===== config.mk =====
export PLATFORM = sky130hd
export DESIGN_NAME = icache_refill_bridge
export DESIGN_NICKNAME = d
export VERILOG_FILES = /design/src/rtl/icache_refill_bridge_pkg.sv /design/src/rtl/icache_refill_bridge_line_assembler.sv /design/src/rtl/icache_refill_bridge.sv
export SDC_FILE = /design/constraint.sdc
export NUM_CORES = 1
export LEC_CHECK = 0
export CORE_ASPECT_RATIO = 1.2
export CORE_UTILIZATION = 53
export DETAILED_ROUTE_END_ITERATION = 8
export PLACE_DENSITY_LB_ADDON = 0.05
export SLEW_MARGIN = 30
export SYNTH_ARGS = -nofsm -noshare
export SYNTH_HDL_FRONTEND = slang
export SYNTH_SLANG_ARGS = --single-unit

===== constraint.sdc =====
create_clock -name clk_i -period 3.1 [get_ports clk_i]
set_input_delay 0.62 -clock clk_i [delete_from_list [all_inputs] [get_ports clk_i]]
set_output_delay 0.62 -clock clk_i [all_outputs]
set_load 0.03 [all_outputs]

===== src/rtl/icache_refill_bridge_pkg.sv =====
// Shared types and constants for the icache refill bridge: memory-side request/response
// structs, the narrow beat bus structs and line geometry.
package icache_refill_bridge_pkg;

   localparam int unsigned PLEN                     = 32;
   localparam int unsigned ICACHE_LINE_WIDTH        = 128;
   localparam int unsigned ICACHE_OFFSET_WIDTH      = $clog2(ICACHE_LINE_WIDTH / 8);
   localparam int unsigned ICACHE_REFILL_BEAT_WIDTH = 32;

   typedef struct packed {
      logic            req;
      logic [PLEN-1:0] paddr;
   } mem_req_t;

   typedef struct packed {
      logic                         ready;
      logic [ICACHE_LINE_WIDTH-1:0] data;
   } mem_rsp_t;

   typedef struct packed {
      logic            req;
      logic [PLEN-1:0] addr;
   } icache_bus_req_t;

   typedef struct packed {
      logic                                gnt;
      logic                                rvalid;
      logic [ICACHE_REFILL_BEAT_WIDTH-1:0] rdata;
   } icache_bus_rsp_t;

   // Clears the byte offset inside a cache line.
   function automatic logic [PLEN-1:0] line_align(input logic [PLEN-1:0] addr);
      return addr & ~PLEN'((ICACHE_LINE_WIDTH / 8) - 1);
   endfunction

endpackage


===== src/rtl/icache_refill_bridge_line_assembler.sv =====
// Collects in-order read beats into one cache line; beat 0 lands in the least-significant bits.
module icache_line_assembler
   import icache_refill_bridge_pkg::*;
#(
   parameter int unsigned BEAT_WIDTH = ICACHE_REFILL_BEAT_WIDTH,
   parameter int unsigned LINE_WIDTH = ICACHE_LINE_WIDTH,
   parameter int unsigned NUM_BEATS  = LINE_WIDTH / BEAT_WIDTH,
   parameter int unsigned CNT_W      = $clog2(NUM_BEATS) + 1
) (
   input  logic                  clk_i,
   input  logic                  rst_ni,
   input  logic                  clear_i,
   input  logic                  beat_valid_i,
   input  logic [BEAT_WIDTH-1:0] beat_data_i,
   output logic [CNT_W-1:0]      rsp_cnt_o,
   output logic [LINE_WIDTH-1:0] line_o,
   output logic                  complete_o
);

   logic [CNT_W-1:0]      rsp_cnt_q, rsp_cnt_d;
   logic [LINE_WIDTH-1:0] line_q, line_d;

   always_comb begin
      rsp_cnt_d = rsp_cnt_q;
      line_d    = line_q;
      if (clear_i) begin
         rsp_cnt_d = '0;
      end else if (beat_valid_i) begin
         for (int b = 0; b < NUM_BEATS; b++) begin
            if (rsp_cnt_q == CNT_W'(b)) begin
               line_d[b*BEAT_WIDTH +: BEAT_WIDTH] = beat_data_i;
            end
         end
         rsp_cnt_d = rsp_cnt_q + CNT_W'(1);
      end
   end

   always_ff @(posedge clk_i) begin
      if (!rst_ni) begin
         rsp_cnt_q <= '0;
      end else begin
         rsp_cnt_q <= rsp_cnt_d;
      end
   end

   always_ff @(posedge clk_i) begin
      line_q <= line_d;
   end

   // line_o already includes this cycle's beat so the top can register the finished line directly.
   assign rsp_cnt_o  = rsp_cnt_q;
   assign line_o     = line_d;
   assign complete_o = beat_valid_i && !clear_i && (rsp_cnt_q == CNT_W'(NUM_BEATS - 1));

endmodule


===== src/rtl/icache_refill_bridge.sv =====
// Splits one icache line refill into in-order narrow read beats on a req/gnt + rvalid bus
// and returns the reassembled line with a single-cycle ready pulse.
module icache_refill_bridge
   import icache_refill_bridge_pkg::*;
#(
   parameter int unsigned BEAT_WIDTH = ICACHE_REFILL_BEAT_WIDTH
) (
   input  logic                  clk_i,
   input  logic                  rst_ni,
   input  mem_req_t              mem_req_i,
   output mem_rsp_t              mem_rsp_o,
   output logic                  bus_req_o,
   output logic [PLEN-1:0]       bus_addr_o,
   input  logic                  bus_gnt_i,
   input  logic                  bus_rvalid_i,
   input  logic [BEAT_WIDTH-1:0] bus_rdata_i,
   output logic                  busy_o
);

   localparam int unsigned NUM_BEATS  = ICACHE_LINE_WIDTH / BEAT_WIDTH;
   localparam int unsigned BEAT_BYTES = BEAT_WIDTH / 8;
   localparam int unsigned CNT_W      = $clog2(NUM_BEATS) + 1;

   localparam logic [1:0] IDLE  = 2'd0;
   localparam logic [1:0] ISSUE = 2'd1;
   localparam logic [1:0] WAIT  = 2'd2;
   localparam logic [1:0] DONE  = 2'd3;

   logic [1:0]                   state_q, state_d;
   logic [PLEN-1:0]              line_addr_q, line_addr_d;
   logic [CNT_W-1:0]             gnt_cnt_q, gnt_cnt_d;
   icache_bus_req_t              bus_q, bus_d;
   mem_rsp_t                     rsp_q, rsp_d;

   logic                         start;
   logic                         rvalid_ok;
   logic [CNT_W-1:0]             rsp_cnt;
   logic [ICACHE_LINE_WIDTH-1:0] asm_line;
   logic                         asm_complete;

   function automatic logic [PLEN-1:0] beat_addr(input logic [PLEN-1:0] base,
                                                 input logic [CNT_W-1:0] idx);
      return base + PLEN'(idx) * PLEN'(BEAT_BYTES);
   endfunction

   assign start     = (state_q == IDLE) && mem_req_i.req;
   // A beat is only accepted while one is outstanding; stale or stray rvalids are dropped.
   assign rvalid_ok = bus_rvalid_i && ((state_q == ISSUE) || (state_q == WAIT)) &&
                      (rsp_cnt != gnt_cnt_q);

   icache_line_assembler #(
      .BEAT_WIDTH (BEAT_WIDTH),
      .LINE_WIDTH (ICACHE_LINE_WIDTH),
      .NUM_BEATS  (NUM_BEATS),
      .CNT_W      (CNT_W)
   ) i_line_assembler (
      .clk_i        (clk_i),
      .rst_ni       (rst_ni),
      .clear_i      (start),
      .beat_valid_i (rvalid_ok),
      .beat_data_i  (bus_rdata_i),
      .rsp_cnt_o    (rsp_cnt),
      .line_o       (asm_line),
      .complete_o   (asm_complete)
   );

   always_comb begin
      state_d     = state_q;
      line_addr_d = line_addr_q;
      gnt_cnt_d   = gnt_cnt_q;
      bus_d       = bus_q;
      rsp_d       = rsp_q;
      rsp_d.ready = 1'b0;
      case (state_q)
         IDLE: begin
            if (start) begin
               line_addr_d = line_align(mem_req_i.paddr);
               gnt_cnt_d   = '0;
               bus_d.req   = 1'b1;
               bus_d.addr  = line_align(mem_req_i.paddr);
               state_d     = ISSUE;
            end
         end
         ISSUE: begin
            if (bus_q.req && bus_gnt_i) begin
               gnt_cnt_d = gnt_cnt_q + CNT_W'(1);
               if (gnt_cnt_q == CNT_W'(NUM_BEATS - 1)) begin
                  bus_d.req = 1'b0;
                  state_d   = asm_complete ? DONE : WAIT;
               end else begin
                  bus_d.addr = beat_addr(line_addr_q, gnt_cnt_d);
               end
            end
         end
         WAIT: begin
            if (asm_complete) begin
               state_d = DONE;
            end
         end
         default: begin
            state_d = IDLE;
         end
      endcase
      if ((state_d == DONE) && (state_q != DONE)) begin
         rsp_d.ready = 1'b1;
         rsp_d.data  = asm_line;
      end
   end

   always_ff @(posedge clk_i) begin
      if (!rst_ni) begin
         state_q     <= IDLE;
         line_addr_q <= '0;
         gnt_cnt_q   <= '0;
         bus_q       <= '0;
         rsp_q       <= '0;
      end else begin
         state_q     <= state_d;
         line_addr_q <= line_addr_d;
         gnt_cnt_q   <= gnt_cnt_d;
         bus_q       <= bus_d;
         rsp_q       <= rsp_d;
      end
   end

   assign mem_rsp_o  = rsp_q;
   assign bus_req_o  = bus_q.req;
   assign bus_addr_o = bus_q.addr;
   assign busy_o     = (state_q != IDLE);

`ifndef SYNTHESIS
   // Beats still in flight when a refill is aborted by reset are expected, not a protocol error.
   logic abort_q;
   always_ff @(posedge clk_i) begin
      if (!rst_ni) begin
         abort_q <= (state_q != IDLE);
      end else if (start) begin
         abort_q <= 1'b0;
      end
      assert (!(rst_ni && !abort_q && bus_rvalid_i && !rvalid_ok))
         else $error("icache_refill_bridge: rvalid with no beat outstanding");
   end
`endif

endmodule


==> flow_metrics.py <==
metrics = {
    "outcome": {
        "outcome": "complete, no violations",
    },
    "routing": {
        "wirelength_mm": 32.0,
        "final_antenna_net_count": 0,
        "route.detailed.drc": 0,
        "drtIter0Drc": 373,
        "wl_per_cell_um": 18.8,
        "num_vias": 9526,
        "drt-vias-per-instance": 5.60,
        "drtPass1Iterations": 5,
    },
    "layout": {
        "layout_common_cells": "dfxtp_1 (324), clkdlybuf4s50_1 (224), or3_1 (133), o211a_1 (130), mux2_4 (90)",
        "nets": 1442,
        "diodes": 0,
        "syn_to_final_growth_pct": 27.5,
        "finish.instance_area_sq_um": 16600,
        "layoutNonFillerInstCount": 1702,
        "multi_input_area_sq_um": 6060,
        "seqCellArea_sq_um": 6490,
        "drive_gt1_frac": 0.164,
        "fill_cells": 1818,
        "final_common_cell": "dfxtp_1",
    },
    "logic_synthesis": {
        "netlist_area_sq_um": 13000,
        "ys_async_sr_fraction": 0,
        "syn_inst": 1166,
        "ys_seq_elements": 324,
        "synth_warnings": 0,
        "avgSynthCellArea_sq_um": 11.2,
        "synth-edff-count": 0,
        "synth_ff_type": "dfxtp_1",
        "yosysUniqueCellTypes": 51,
        "synth-seq-area-share": 0.498,
    },
    "setup_path": {
        "crit_path_max_fanout": 5,
        "end_kind": "flop",
        "crit_required_ps": 3520,
        "arrival_ps": 3300,
        "worstSetupStartpointType": "flop",
        "path_class": "flop to flop",
    },
    "grt": {
        "grt_max_degree": 75,
        "grt_pass1_vias": 9467,
        "antenna_found_initial": 0,
        "grtUsageTotal": 0.250,
        "grt_pass1_wl_mm": 51.6,
        "grt_overflow": 0,
    },
    "placement": {
        "portBuffers": 225,
        "place.gp.congestion": 0.833,
        "place_area_sq_um": 15600,
        "place_inst": 1646,
        "dp_hpwl_mm": 20.5,
    },
    "clock_network": {
        "root_buffer": "clkbuf_16",
        "clkLatencyLatePin_ps": 560,
        "ctsResizeCount": 0,
        "h-tree-depth": 1,
        "cts_tree": "built",
        "numCtsBuffers": 31,
        "clkTransAtPathRegs_ps": 60,
        "cts_buffer_depth": 3,
        "clock_sinks": 324,
        "postCtsSetupBuffers": 0,
        "cts_hold_buf": 0,
    },
    "job": {
        "maxCapViolCount": 0,
    },
    "pwr": {
        "power_uw": 8790,
        "power_frac_clock": 0.418,
        "switching_share": 0.235,
        "p_seq_frac": 0.497,
        "p_int_uw": 6720,
        "p_sw_uw": 2070,
        "p_comb_frac": 0.086,
        "leakage_uw": 0.00816,
        "power.density_nw_per_um2": 529,
        "worst_ir_drop_vdd_v": 0.000458,
    },
    "timing": {
        "period_needed_ps": 2880,
        "maxSlewViolCount": 0,
        "worstMarginPinSlew_ps": 631,
        "final_hold_viol_count": 0,
        "final.period_utilization": 0.930,
        "finalSetupViolCount": 0,
        "fin_skew_ps": 17.3,
        "rsz0062_at_grt": "false",
        "max_freq_ghz": 0.347,
        "slew_headroom": 0.567,
        "fin_tns_setup_ps": 0,
    },
    "die": {
        "die_area_sq_um": 25200,
        "initial_core_util": 0.542,
        "num_io_pins": 232,
        "die_w_um": 145,
        "rows": 62,
        "die_h_um": 174,
        "core_sq_um": 24000,
    },
    "hold_path": {
        "hold_class": "flop to flop",
    },
}
-- metrics by stage --
stage	hold WS, ps	setup WS (ps)	utilization
after floorplan	447	393	-
after detailed placement	456	176	0.650
final	462	217	0.691
after global placement	453	174	0.650
after global routing	482	43.8	0.691
after CTS	465	188	0.691
-- final timing paths --
| path | from | to | slack [ps] | cells after the start |
|---|---|---|---|---|
| worst max-delay path | gnt_cnt_q[1]$_SDFFE_PN0P_ | bus_addr_o[30]$_SDFFE_PN0P_ | 220 | 10 |
| worst max register to register | gnt_cnt_q[1]$_SDFFE_PN0P_ | bus_addr_o[30]$_SDFFE_PN0P_ | 220 | 10 |
| worst min register to register | bus_addr_o[6]$_SDFFE_PN0P_ | bus_addr_o[6]$_SDFFE_PN0P_ | 460 | 2 |
| worst min-delay path | bus_addr_o[6]$_SDFFE_PN0P_ | bus_addr_o[6]$_SDFFE_PN0P_ | 460 | 2 |
-- cell usage after synthesis, types with 2 or more instances --
| cell type | count | share of area |
|---|---|---|
| dfxtp_1 | 324 | 0.50 |
| or3_1 | 133 | 0.064 |
| o211a_1 | 130 | 0.10 |
| mux2_4 | 90 | 0.10 |
| nand2_1 | 84 | 0.024 |
| clkbuf_1 | 73 | 0.021 |
| mux2_2 | 38 | 0.033 |
| a21boi_0 | 35 | 0.020 |
| nor2_1 | 23 | 0.0066 |
| nand3_1 | 21 | 0.0081 |
| a21oi_1 | 20 | 0.0077 |
| o211ai_1 | 18 | 0.010 |
| ha_1 | 14 | 0.013 |
| o21ai_0 | 14 | 0.0054 |
| inv_1 | 13 | 0.0037 |
| xor2_1 | 13 | 0.0087 |
| buf_2 | 11 | 0.0042 |
| xnor2_1 | 11 | 0.0074 |
| nand4_1 | 10 | 0.0048 |
| buf_6 | 9 | 0.0078 |
| and3_1 | 8 | 0.0038 |
| and2_1 | 6 | 0.0029 |
| buf_1 | 6 | 0.0017 |
| mux2i_1 | 5 | 0.0038 |
| nor3_1 | 5 | 0.0019 |
| a211oi_1 | 4 | 0.0023 |
| a21o_1 | 4 | 0.0023 |
| a31o_2 | 4 | 0.0027 |
| nor2b_1 | 4 | 0.0019 |
| and4_1 | 3 | 0.0020 |
| nand3b_1 | 3 | 0.0017 |
| nand4_4 | 3 | 0.0049 |
| nor4_1 | 3 | 0.0014 |
| a31oi_1 | 2 | 0.00096 |
| buf_4 | 2 | 0.0012 |
| o2111ai_1 | 2 | 0.0013 |
| o21a_1 | 2 | 0.0012 |
| o311ai_1 | 2 | 0.0013 |
| o31a_1 | 2 | 0.0013 |
-- cell families (layout without fill, tap and decap cells) --
family	after synthesis	after routing	share of synthesized area
multiplexers	133	133	0.140
buffers and inverters	114	329	0.0396
flip-flops	324	324	0.498
other	1	2	0.000288
XOR/XNOR	24	24	0.0161
AND/OR/NAND/NOR	311	311	0.131
AO/OA/AOI/OAI	245	245	0.162
adder cells (fa/ha/maj)	14	14	0.0134
-- routing by layer --
metal / track usage / part of all wire / up-vias
li1: - / - / 4611
met4: 0.0535 / 0.014 / 0
met5: 0 / 0 / -
met3: 0.0587 / 0.067 / 28
met2: 0.429 / 0.48 / 222
met1: 0.319 / 0.43 / 4665
-- flip-flops by register name, indices dropped and copies added (netlist names) --
| signal | cells |
|---|---|
| gnt_cnt_q | 3 |
| bus_req_o | 1 |
| state_q | 2 |
| i_line_assembler.line_q | 128 |
| mem_rsp_o | 129 |
| line_addr_q | 28 |
| i_line_assembler.rsp_cnt_o | 3 |
| bus_addr_o | 30 |
-- critical path: stages (launching register included) --
cell and delay, ps:
dfxtp_1 350, ha_1 200, ha_1 310, inv_1 90
ha_1 180, ha_1 200, and4_1 240, nand3_1 190
or4_1 630, o2111ai_1 240, o311ai_1 120
-- power groups by stage --
stage | Combinational, uW | Clock, uW | Sequential [uW]
global route | 809 | 3940 | 4380
global placement | 746 | 0 | 4450
CTS | 756 | 3740 | 4370
detailed placement | 752 | 0 | 4460
floorplan | 351 | 0 | 4530
finish | 752 | 3670 | 4370
-- final cells by class --
| cell class | count | share of cell area |
|---|---|---|
| clock inverter | 10 | 0.00512 |
| clock buffer | 46 | 0.0543 |
| sequential | 324 | 0.390 |
| tap | 320 | 0.0241 |
| timing repair buffer | 260 | 0.159 |
| inverter | 13 | 0.00294 |
| multi-input combinational | 729 | 0.364 |
Power figures use the tool's default switching activity.
==> patch: new RTL, config.mk and constraints unchanged <==
`line_addr_q` no longer has a reset.
--- a/src/rtl/icache_refill_bridge.sv
+++ b/src/rtl/icache_refill_bridge.sv
@@ -111,5 +111,4 @@
       if (!rst_ni) begin
          state_q     <= IDLE;
-         line_addr_q <= '0;
          gnt_cnt_q   <= '0;
          bus_q       <= '0;
@@ -117,9 +116,12 @@
       end else begin
          state_q     <= state_d;
-         line_addr_q <= line_addr_d;
          gnt_cnt_q   <= gnt_cnt_d;
          bus_q       <= bus_d;
          rsp_q       <= rsp_d;
       end
+   end
+
+   always_ff @(posedge clk_i) begin
+      line_addr_q <= line_addr_d;
    end
 
Formal check against the unedited RTL: same outputs for any inputs over 4 cycles, from zero or initial values and one cycle with rst_ni low; that may be too few to reach the edited logic, so the function may still have changed.
==> patch against the unedited design <==
Worst setup slack better by 110 ps; routed wire length down 2.0%; sequential cell count unchanged; cell area down 2.6%; area after synthesis down 3.6%; die area down 3.6%; total power up 3.5%.
==> patch: results (changes against the unedited design) <==
run status=complete, no violations; cell types occupying the most area after synthesis=sky130_fd_sc_hd__dfxtp_1, sky130_fd_sc_hd__mux2_2, sky130_fd_sc_hd__edfxtp_1; most used standard cells in the synthesized netlist=sky130_fd_sc_hd__dfxtp_1, sky130_fd_sc_hd__mux2_2, sky130_fd_sc_hd__nand2_1; routability-driven placement congestion ratio=0.849 (+2.0%); total number of vias=9432 (-0.99%); met3 WL post-DR=2110 microns (-1.2%); post-detailed-route via-to-cell ratio=5.57 (-0.46%); highest achievable clock rate=360 MHz (+3.8%); placed inst area=15100 sq um (-3.1%); post-DP HPWL=19500 microns (-4.5%); met3 GRT Util=0.0619 (+0.00317); P_leak=6.52 nW (-20%); met2 track demand over resource=0.435 (+0.00610); maximum ir drop on the vdd rail=0.411 mV (-10%); global-route total usage across every layer=0.256 (+0.00565); # H-tree levels=2 (+1); met1 Use GR=0.321 (+0.00162); routed metal-1 wire length=13600 microns (-2.5%); number of global-route vias before repair=9087 (-4.0%); Worst-Skew Late Latency=510 ps (-50 ps); average wire per standard cell=18.5 microns (-1.5%); largest net degree at the start of global routing=123 (+64%); layout cells sized above 1=0.188 (+0.0244); Worst Max-Slew Pin Slew=915 ps (+285 ps); critical path fanouts, max=8 (+3); Worst R2R Setup Slack=320 ps (+110 ps); WHS Endpoint=bus_addr_o[26]$_SDFFE_PN0P_; Clock Skews=16.0 ps (-1.35 ps); gate count after technology mapping=1169 (+0.26%); sequential cell area fraction in the yosys report=0.539 (+0.0411); number of DRC violations after detailed-routing iteration 0=469 (+26%)
==> patch: critical path: stages (launching register included) <==
cell and delay [ps]:
sky130_fd_sc_hd__dfxtp_1 380, sky130_fd_sc_hd__ha_1 240, sky130_fd_sc_hd__ha_1 310, sky130_fd_sc_hd__inv_1 70, sky130_fd_sc_hd__ha_1 150, sky130_fd_sc_hd__ha_1 230, sky130_fd_sc_hd__and4_1 270, sky130_fd_sc_hd__nand3_1 320
sky130_fd_sc_hd__nor4_1 390, sky130_fd_sc_hd__xnor2_1 190, sky130_fd_sc_hd__a31oi_1 100
==> patch: layout make-up <==
class / count / area (sq um) / area share
Multi-Input combinational cell: 722 / 5310 / 0.328
Timing Repair Buffer: 253 / 2590 / 0.160
Sequential cell: 324 / 6770 / 0.418
Tap cell: 315 / 394 / 0.0243
Inverter: 22 / 82.6 / 0.00510
Clock buffer: 51 / 1000 / 0.0620
Clock inverter: 6 / 48.8 / 0.00301
==> patch: power by group <==
group          leakage, nW  switching, mW  total [mW]  internal [mW]
combinational         3.34          0.544       0.857          0.313
sequential            2.66         0.0618        4.41           4.34
clock                0.521           1.59        3.83           2.24
total                 6.52           2.20        9.10           6.90
==> patch: through the flow <==
stage	hold slack, ps	power, mW
finish	454	9.10
global route	472	9.45
CTS	435	9.18
detailed placement	450	5.35
global placement	439	5.33
floorplan	450	5.01
==> patch: logic make-up after synthesis <==
| logic type | Yosys count | synth area share |
|---|---|---|
| AOI/OAI and AO/OA | 332 | 0.188 |
| xor gates and xnor gates | 30 | 0.0209 |
| adders and majority gates | 14 | 0.0139 |
| buffers and inverters | 124 | 0.0410 |
| DFF | 324 | 0.539 |
| muxes | 135 | 0.120 |
| other | 1 | 0.000299 |
| and+or+nand+nor | 209 | 0.0763 |
